===== src/rtl/booth_mul8_pkg.sv =====
// booth_mul8_pkg
// Shared constants for the radix-2 Booth multiplier slice:
//   OP_W    operand width (two's complement multiplicand/multiplier)
//   ACC_W   accumulator width, one guard bit above OP_W so -128 never overflows
//   PROD_W  product width
//   ITER    number of Booth steps per multiply
//   CNT_W   width of the step counter
//   ST_*    control FSM state encoding
package booth_mul8_pkg;

   localparam int OP_W   = 8;
   localparam int ACC_W  = OP_W + 1;
   localparam int PROD_W = 2 * OP_W;
   localparam int ITER   = 8;
   localparam int CNT_W  = $clog2(ITER);

   localparam logic [1:0] ST_IDLE = 2'd0;
   localparam logic [1:0] ST_CALC = 2'd1;
   localparam logic [1:0] ST_DONE = 2'd2;

endpackage


===== src/rtl/booth_ctrl.sv =====
// booth_ctrl
// Control FSM and step counter for the Booth multiplier. Decides when the
// datapath loads operands, which Booth operation the current step performs
// and when the last step is taken.
//   clk, rst   clock and synchronous active-high reset
//   start      multiply request, only honoured in IDLE
//   q0, q_1    the Booth pair {Q[0], Q_-1} from the datapath
//   ready      high in IDLE
//   busy       high in CALC
//   done       high in DONE (one cycle)
//   load       operand capture strobe
//   add, sub   accumulator add/subtract strobes for the current step
//   shift      arithmetic-shift strobe, asserted on every CALC step
//   last_step  the current CALC step is the final one
module booth_ctrl
   import booth_mul8_pkg::*;
(
   input  logic clk,
   input  logic rst,
   input  logic start,
   input  logic q0,
   input  logic q_1,
   output logic ready,
   output logic busy,
   output logic done,
   output logic load,
   output logic add,
   output logic sub,
   output logic shift,
   output logic last_step
);

   logic [1:0]       state;
   logic [CNT_W-1:0] count;

   // State and step counter. The counter only advances while calculating;
   // reaching the final count hands over to DONE, which always returns to
   // IDLE one cycle later regardless of start.
   always_ff @(posedge clk) begin
      if (rst) begin
         state <= ST_IDLE;
         count <= '0;
      end else begin
         case (state)
            ST_IDLE: begin
               if (start) begin
                  state <= ST_CALC;
                  count <= '0;
               end
            end
            ST_CALC: begin
               count <= count + 1'b1;
               if (count == CNT_W'(ITER - 1)) begin
                  state <= ST_DONE;
               end
            end
            ST_DONE: begin
               state <= ST_IDLE;
            end
            default: begin
               state <= ST_IDLE;
               count <= '0;
            end
         endcase
      end
   end

   // Status flags and datapath strobes are pure decodes of the state, the
   // counter and the Booth pair, so the datapath acts on the same edge.
   always_comb begin
      ready     = (state == ST_IDLE);
      busy      = (state == ST_CALC);
      done      = (state == ST_DONE);
      load      = ready && start;
      shift     = busy;
      add       = busy && ({q0, q_1} == 2'b01);
      sub       = busy && ({q0, q_1} == 2'b10);
      last_step = busy && (count == CNT_W'(ITER - 1));
   end

endmodule


===== src/rtl/booth_mux2.sv =====
// booth_mux2
// One-bit 2:1 selector cell used to build the per-bit next-state muxes of
// the Booth datapath.
//   d0   value passed when sel = 0
//   d1   value passed when sel = 1
//   sel  select
//   y    selected value
module booth_mux2 (
   input  logic d0,
   input  logic d1,
   input  logic sel,
   output logic y
);

   assign y = sel ? d1 : d0;

endmodule


===== src/rtl/booth_mul8.sv =====
// booth_mul8
// Sequential 8x8 signed radix-2 Booth multiplier. One Booth step per clock,
// eight steps per multiply, product registered on the final step and held
// until the next accepted start.
//   clk      system clock
//   rst      synchronous active-high reset, aborts any operation
//   start    multiply request, sampled only while ready
//   a, b     two's-complement multiplicand / multiplier, captured on accept
//   ready    idle and able to accept start
//   busy     Booth steps in progress
//   done     one-cycle pulse, product is new
//   product  signed 16-bit a*b
module booth_mul8
   import booth_mul8_pkg::*;
(
   input  logic              clk,
   input  logic              rst,
   input  logic              start,
   input  logic [OP_W-1:0]   a,
   input  logic [OP_W-1:0]   b,
   output logic              ready,
   output logic              busy,
   output logic              done,
   output logic [PROD_W-1:0] product
);

   localparam int AQ_W = ACC_W + OP_W;

   logic [ACC_W-1:0]  acc_q;
   logic [OP_W-1:0]   mq_q;
   logic              q_1_q;
   logic [ACC_W-1:0]  m_q;

   logic              load;
   logic              add;
   logic              sub;
   logic              shift;
   logic              last_step;

   logic [ACC_W-1:0]  acc_sum;
   logic [ACC_W-1:0]  step_acc;
   logic [OP_W-1:0]   step_q;
   logic [AQ_W-1:0]   hold_load_aq;
   logic [AQ_W-1:0]   step_aq;
   logic [AQ_W-1:0]   next_aq;
   logic [ACC_W-1:0]  next_m;
   logic              next_q_1;

   booth_ctrl u_ctrl (
      .clk       (clk),
      .rst       (rst),
      .start     (start),
      .q0        (mq_q[0]),
      .q_1       (q_1_q),
      .ready     (ready),
      .busy      (busy),
      .done      (done),
      .load      (load),
      .add       (add),
      .sub       (sub),
      .shift     (shift),
      .last_step (last_step)
   );

   // One Booth step: optional add/subtract of the 9-bit multiplicand, then an
   // arithmetic right shift of {A, Q, Q_-1}. The guard bit keeps A-M correct
   // when M is -128.
   always_comb begin
      acc_sum = acc_q;
      if (add) begin
         acc_sum = acc_q + m_q;
      end else if (sub) begin
         acc_sum = acc_q - m_q;
      end
      step_acc = {acc_sum[ACC_W-1], acc_sum[ACC_W-1:1]};
      step_q   = {acc_sum[0], mq_q[OP_W-1:1]};
   end

   // Value of {A, Q} when no step is taken: fresh operands on load, otherwise
   // the registers simply hold.
   always_comb begin
      hold_load_aq = {acc_q, mq_q};
      if (load) begin
         hold_load_aq = {{ACC_W{1'b0}}, b};
      end
      step_aq = {step_acc, step_q};
   end

   // Per-bit selection between the hold/load value and the stepped value.
   for (genvar i = 0; i < AQ_W; i++) begin : g_aq_mux
      booth_mux2 u_mux (
         .d0  (hold_load_aq[i]),
         .d1  (step_aq[i]),
         .sel (shift),
         .y   (next_aq[i])
      );
   end

   // Multiplicand and the Booth history bit only change on load or step.
   always_comb begin
      next_m   = m_q;
      next_q_1 = q_1_q;
      if (load) begin
         next_m   = {a[OP_W-1], a};
         next_q_1 = 1'b0;
      end else if (shift) begin
         next_q_1 = mq_q[0];
      end
   end

   // Datapath registers. Reset clears everything, including the product, so
   // an aborted multiply never leaves a stale result visible.
   always_ff @(posedge clk) begin
      if (rst) begin
         acc_q   <= '0;
         mq_q    <= '0;
         q_1_q   <= 1'b0;
         m_q     <= '0;
         product <= '0;
      end else begin
         acc_q <= next_aq[AQ_W-1:OP_W];
         mq_q  <= next_aq[OP_W-1:0];
         q_1_q <= next_q_1;
         m_q   <= next_m;
         if (last_step) begin
            product <= {step_acc[OP_W-1:0], step_q};
         end
      end
   end

endmodule


===== config.mk =====
export PLATFORM = sky130hd
export DESIGN_NAME = booth_mul8
export DESIGN_NICKNAME = d
export VERILOG_FILES = /design/src/rtl/booth_mul8_pkg.sv /design/src/rtl/booth_ctrl.sv /design/src/rtl/booth_mux2.sv /design/src/rtl/booth_mul8.sv
export SDC_FILE = /design/constraint.sdc
export NUM_CORES = 1
export LEC_CHECK = 0
export CELL_PAD_IN_SITES_DETAIL_PLACEMENT = 1
export CELL_PAD_IN_SITES_GLOBAL_PLACEMENT = 2
export CORE_MARGIN = 2
export CORE_UTILIZATION = 25
export DETAILED_ROUTE_END_ITERATION = 6
export PLACE_DENSITY_LB_ADDON = 0.1
export SYNTH_ARGS = -nofsm -noshare
export SYNTH_HDL_FRONTEND = slang
export SYNTH_HIERARCHICAL = 1
export SYNTH_SLANG_ARGS = --single-unit

===== constraint.sdc =====
create_clock -name clk -period 5 [get_ports clk]
set_input_delay 1.25 -clock clk [delete_from_list [all_inputs] [get_ports clk]]
set_output_delay 1.25 -clock clk [all_outputs]
set_load 0.03 [all_outputs]

After elaboration in Yosys (flattened, before gate mapping)
Cells that the tools add are included.

storage, ports and cells
  register bits after elaboration = 47
  output and inout bits = 19
  word-level logic and storage cells = 52

operators by class
  $add $sub $neg = 3
  equal/unequal tests = 7
  multiplexer cells = 25
  bitwise operators = 1
  reduce and logical (&&, ||, !) cells = 9

operator list
  kind                 count
  $mux 9               2
  $mux 1               17
  $mux 17              1
  $add 9x9->9          1
  $pmux 3 s3           1
  $sub 9x9->9          1
  $eq 2x1->1 const B   2
  $eq 2x2->1 const B   2
  $logic_and 1x1->1    4
  $mux 2               2
  $ne 2x2->1 const B   2
  $pmux 2 s2           1
  $reduce_and 2->1     2
  $add 3x1->3 const B  1
  $eq 3x3->1 const B   1
  $mux 3               1
  $logic_not 2->1      1
  $reduce_bool 2->1    1
  $reduce_or 2->1      1
  $not 1->1            1

Longest topological paths before layout
Gate-level depths: netlist of the first run.

  depth in word-level cells = 5
  mapped depth = 12
  gate-level depth less buffers = 12

Modules after synthesis
The synthesis of the first run kept the hierarchy.

by module, submodules not included
  module      times used  cells each  area an instance (um^2)
  booth_mul8  1           269         2397.3
  booth_ctrl  1           30          269.0
  booth_mux2  17          1           15.0

Worst setup path after synthesis of the first run
No wires, ideal clock.

  kind = in2reg
  from = input port start
  to = register mq_q[6]
  library setup time = 129 ps
  arrival = 2629 ps
  setup slack = 2242 ps
  stages = 6
  cells stage by stage = and2_1 > clkbuf_1 > buf_2 > mux2_2 > mux2_4 > nor2b_1

between the ends
  longest elaborated chain between the ends = 2

ends and longest elaborated chain
  what                         line               text
  start: declaration           booth_mul8.sv:18   input logic start,
  $logic_and 1x1->1            booth_ctrl.sv:74   load = ready && start;
  $reduce_bool 2->1 (no line)  -
  end signal: assignment       booth_mul8.sv:122  mq_q <= next_aq[OP_W-1:0];
  end: declaration             booth_mul8.sv:30   logic [OP_W-1:0] mq_q;

Every way passes these cells.
A chain may end at the register's enable or synchronous reset.

Worst setup path in the final report of the first run
  from = input port start
  to = register mq_q[7]

between the ends
  longest elaborated chain between the ends = 2

ends and longest elaborated chain
  what                         line              text
  $logic_and 1x1->1            booth_ctrl.sv:74
  named net load               booth_mul8.sv:34  logic load;
  $reduce_bool 2->1 (no line)  -

The timed path passes the listed nets, and every way through them passes these cells.

==> results of run 1 <==
==> critical path, stage by stage <==
cell	delay, ps
clkdlybuf4s50_1	490
and2_1	500
buf_4	280
mux2_2	340
mux2_4	260
nor2b_1	120
==> placed cells by master (no fill, tap or decap), drive strengths merged, types with 6 or more instances in the layout <==
cell / n
clkbuf: 6
nor2: 33
nand2b: 6
ha: 18
dfxtp: 47
a21oi: 18
nor2b: 30
clkdlybuf4s50: 36
inv: 22
o21ai: 7
mux2i: 18
mux2: 26
nand2: 14
==> cells in the mapped netlist, drive strengths merged (2+ instances only) <==
cell type  instances  area (µm²)
xnor2              2        17.5
nor2              33         124
nand4              2        12.5
o21ai              7        35.0
o22a               2        17.5
a21o               4        30.0
and2               3        21.3
buf                5        26.3
fa                 2        40.0
or3                2        12.5
nand2b             6        37.5
nand3              4        20.0
and2b              2        15.0
a22o               2        17.5
nor2b             30         195
mux2              26         357
o211a              3        30.0
a211oi             4        35.0
nor3b              2        20.0
dfxtp             47         941
mux2i             18         180
inv               22        82.6
a31oi              3        18.8
ha                18         225
and3b              2        17.5
o22ai              2        12.5
nand2             14        52.6
o21a               2        15.0
clkbuf             8        30.0
o21bai             2        15.0
a21oi             18        90.1
o2111ai            2        23.8
nor3               3        15.0
==> cell type report <==
type                    instances  area (µm²)  area share
multi-input cells             234        1840       0.511
flip-flops and latches         47         941       0.261
repair buffers                 40         388       0.108
well taps                     143         179      0.0496
clock buffers                   6         139      0.0385
inverters                      22        82.6      0.0229
clock inverters                 2        35.0     0.00972
==> stage by stage <==
step	total power, mW	hold WS (ps)	setup slack (ps)	instance area, µm²	util
final	0.947	473	1900	3610	0.316
after global routing	1.00	506	1780	3610	0.316
after global placement	0.554	460	1570	3430	0.301
after floorplan	0.508	459	2240	2920	-
after CTS	0.970	481	1850	3610	0.316
after detailed placement	0.556	465	1530	3430	0.301
==> metal layers <==
layer | global-route usage | wire length [µm] | vias to the layer above
met5 | 0 | 0 | -
met4 | 0.0423 | 105 | 0
met3 | 0.0248 | 186 | 7
met2 | 0.213 | 3600 | 27
met1 | 0.170 | 3870 | 1124
li1 | - | - | 1166
==> power by group <==
part           total, mW  internal, mW  switching [mW]
logic              0.148        0.0739          0.0739
clock network      0.402         0.249           0.153
registers          0.397         0.386          0.0107
==> flip-flops by register name, indices dropped and copies added, names as in the netlist <==
signal / cells
acc_q: 9
m_q: 8
mq_q: 8
product: 16
q_1_q: 1
u_ctrl/count: 3
u_ctrl/state: 2
==> cells by family (layout without fill, tap and decap cells) <==
family,after synthesis,after routing,share of synthesized area
flops,47,47,0.322
mux,44,44,0.184
xor+xnor,2,2,0.00600
fa+ha+maj,20,20,0.0908
compound gates,62,62,0.157
buf+inv,35,70,0.0475
simple gates,106,106,0.193
==> worst paths after layout <==
path                                 startpoint          end  depth (start not counted)
worst max-delay path                      start      mq_q[7]                          6
worst min-delay path                product[13]  product[13]                          2
worst max register to register  u_ctrl/state[0]     acc_q[7]                          8
worst min register to register      product[13]  product[13]                          2
==> results.cfg, run 1 <==
[detailed_routing]
drc = 0
vias = 2324
drt_iter0_drc = 113
post_drt_wl_per_cell_um = 15.7
first_pass_iters = 4
ant_nets = 0
drt_wl_total_mm = 7.77
vias_per_cell = 4.70

[synthesis]
yosysUniqueCellTypes = 58
synthArstFlopShare = 0
syn_area_um2 = 2920
synth-edff-count = 0
ys_warn_count = 6
synth_nets = 355
ys.flop_type = dfxtp_1
yosysSeqAreaShare = 0.322
synth_cells = 316
avgSynthCellArea_um2 = 9.25
ys_ff_latch = 47

[clocking]
cts_made_buffers = 5
cts_setup_buffers = 0
ctsResizeCount = 0
cts_buffer_depth = 2
h-tree-depth = 2
postCtsHoldBufs = 0
cts_sinks = 47
worstSkewPairLatency_ps = 300
cts-root-buf = clkbuf_16
cts_tree = built
clk_pin_slew_worst_paths_ps = 70

[critical_path]
crit_required_ps = 5150
cp_max_fo = 12
endpoint_kind = register
path_class = input pin to register
timing.reg2reg.setup_slack_ps = 2090
cp.arrival_ps = 3240
cp-start-kind = input pin

[timing]
fmax_ghz = 0.323
fin_crit_ps = 3100
slew_violations = 0
worst_pin_slew_ps = 949
tns_ps = 0
hold_viol = 0
skew_ps = 9.96
maxSlewHeadroom = 0.367
grt_setup_unrepaired = false
fin_crit_sh = 0.619
finalSetupViolations = 0

[power_and_ir_drop]
irDropWorstVdd_uv = 117
power_density_nw_per_um2 = 263
p_leak_nw = 1.47

[grt]
antenna_found_initial = 0
grt_pass1_vias = 2392
overflow = 0
track_usage = 0.129
grt_max_degree = 47
grt_pass1_wl_mm = 12.7

[cells_and_area]
diodes = 0
syn_to_final_growth_pct = 23.4
fin_cells = 494
drive_above_1_share = 0.134
final_nets = 389
fill_cells = 1336

[job]
cap_violations = 0

[floorplan]
start_util = 0.256
dieArea_um2 = 12600
die_w_um = 112
pin_count = 38
rows = 39
coreArea_um2 = 11400
dieHeight_um = 112

[placement]
port_buffers = 37
dp_cells = 486
dp_hpwl_mm = 5.62
place.gp.congestion = 0.795

[hold_path]
hold_path_class = register to register

[outcome]
status = complete, no violations
Note: power is estimated with default switching activity, not from simulation.
==> run 2, diff against run 1 <==
==> constraint.sdc (replaced) <==
create_clock -name clk -period 2.7 [get_ports clk]
set_input_delay 0.675 -clock clk [delete_from_list [all_inputs] [get_ports clk]]
set_output_delay 0.675 -clock clk [all_outputs]
set_load 0.03 [all_outputs]
==> results.cfg, run 2 (synthesis gave the netlist of run 1 again) <==
[floorplan]
dieHeight_um = 112
pin_count = 38
dieArea_um2 = 12600
start_util = 0.256
rows = 39
die_w_um = 112
coreArea_um2 = 11400

[clocking]
cts_buffer_depth = 2
worstSkewPairLatency_ps = 300
h-tree-depth = 2
cts_sinks = 47
cts_tree = built
clk_pin_slew_worst_paths_ps = 70
cts_made_buffers = 5
cts-root-buf = clkbuf_16

[critical_path]
crit_slowest_cell = fa_1
cp_top_family = compound AO/OA/AOI/OAI gates
path_class = register to register
timing.reg2reg.setup_slack_ps = 200
reg2reg_from = m_q[0]
cp_max_fo = 3
worst_path_largest_cell_delay_ps = 420
cp-start-kind = register
cp.arrival_ps = 2680
crit_buf_inv = 1
ff2ff_path_depth = 11
crit_chain = ha_1 -> inv_1 -> fa_1 -> o21bai_2 -> o2111ai_2 -> a31oi_2 -> a221o_1 -> nand2_1 -> xnor2_1 -> mux2_4 -> nor2b_1
crit_required_ps = 2880
endpoint_kind = register
r2r-end = acc_q[7]

[timing]
maxSlewHeadroom = 0.689
fin_crit_sh = 0.927
finalSetupViolations = 0
fmax_ghz = 0.399
worst_pin_slew_ps = 459
fin_crit_ps = 2500
hold_viol = 0
slew_violations = 0
tns_ps = 0
skew_ps = 5.86

[grt]
grt_pass1_wl_mm = 13.0
antenna_found_initial = 0
grt_pass1_vias = 2449
grt_max_degree = 31
track_usage = 0.130
overflow = 0

[cells_and_area]
layout_commonest_cell = dfxtp_1
largest_register = product
drive_above_1_share = 0.159
final_util = 0.321
final_nets = 397
final_cell_mix = dfxtp_1 (47), clkdlybuf4s50_1 (36), nor2_1 (33)
reg_top3 = product x16, acc_q x9
largest_reg_flops = 16
diodes = 0
syn_to_final_growth_pct = 25.6

[power_and_ir_drop]
power_density_nw_per_um2 = 459
p_leak_nw = 1.50
irDropWorstVdd_uv = 226

[detailed_routing]
drt_wl_total_mm = 7.86
drt_iter0_drc = 80
vias = 2376
drc = 0
ant_nets = 0
first_pass_iters = 4
post_drt_wl_per_cell_um = 15.7
vias_per_cell = 4.73

[outcome]
status = complete, no violations

[hold_path]
hold_start = product[13]
hold_path_class = register to register
min_path_cells = 2
hold_path_end = product[13]

[placement]
place.gp.congestion = 0.790
dp_hpwl_mm = 5.71
port_buffers = 37

[job]
cap_violations = 0
run 2: cell count changes in the layout (fill, tap and decap cells not counted), sizes merged:
cell	before	now
bufinv	1	0
buf	4	12
clkinvlp	0	1
run 2: worst min-delay path, stage by stage (launching register included):
cell     delay, ps
dfxtp_1        310
nand2_1         60
a21oi_1         60
run 2: final cells by class:
type | count | area [µm²]
Inverter | 22 | 82.6
Clock inverter | 2 | 16.3
Sequential cell | 47 | 941
Fill cell | 1335 | 7750
Clock buffer | 6 | 139
Timing Repair Buffer | 48 | 460
Tap cell | 143 | 179
Multi-Input combinational cell | 234 | 1850
run 2: where the power goes:
group	internal [mW]	leakage, nW	total, mW	switching [mW]
Sequential	0.714	0.382	0.733	0.0185
Clock	0.371	0.0731	0.663	0.292
Combinational	0.147	1.05	0.288	0.141
Total	1.23	1.50	1.68	0.452
run 2: worst max-delay path by stage:
stage                                from  endpoint  slack, ps  depth (start not counted)
final                              m_q[0]  acc_q[7]        200                         11
after detailed placement           m_q[0]  acc_q[7]        100                         11
after global placement           acc_q[0]  acc_q[7]        160                         11
after global routing               m_q[0]  acc_q[7]         -4                         11
after CTS                          m_q[0]  acc_q[7]         80                         11
after floorplan           u_ctrl/state[1]   mq_q[6]        300                          7
run 2: routing by layer:
metal	track usage	routed length (µm)
met5	0	0
met4	0.0366	73
met3	0.0254	200
met2	0.209	3650
met1	0.177	3940
run 2: what timing repair did:
| item | in CTS | in global routing |
|---|---|---|
| resized for setup | 0 | 2 |
| setup endpoints to repair | 0 | 2 |
| hold buffers | 0 | 0 |
| setup buffers | 0 | 1 |
| hold endpoints to repair | 0 | 0 |
run 2: per-stage QoR:
| step | instance area, µm² | power (mW) | instances | worst slack, ps | hold WS [ps] |
|---|---|---|---|---|---|
| after global placement | 3500 | 1.04 | 493 | 158 | 462 |
| final | 3670 | 1.68 | 502 | 196 | 473 |
| after CTS | 3650 | 1.72 | 501 | 81.0 | 480 |
| after floorplan | 2920 | 0.942 | 316 | 302 | 459 |
| after detailed placement | 3500 | 1.04 | 493 | 99.5 | 466 |
| after global routing | 3670 | 1.78 | 502 | -4.00 | 508 |
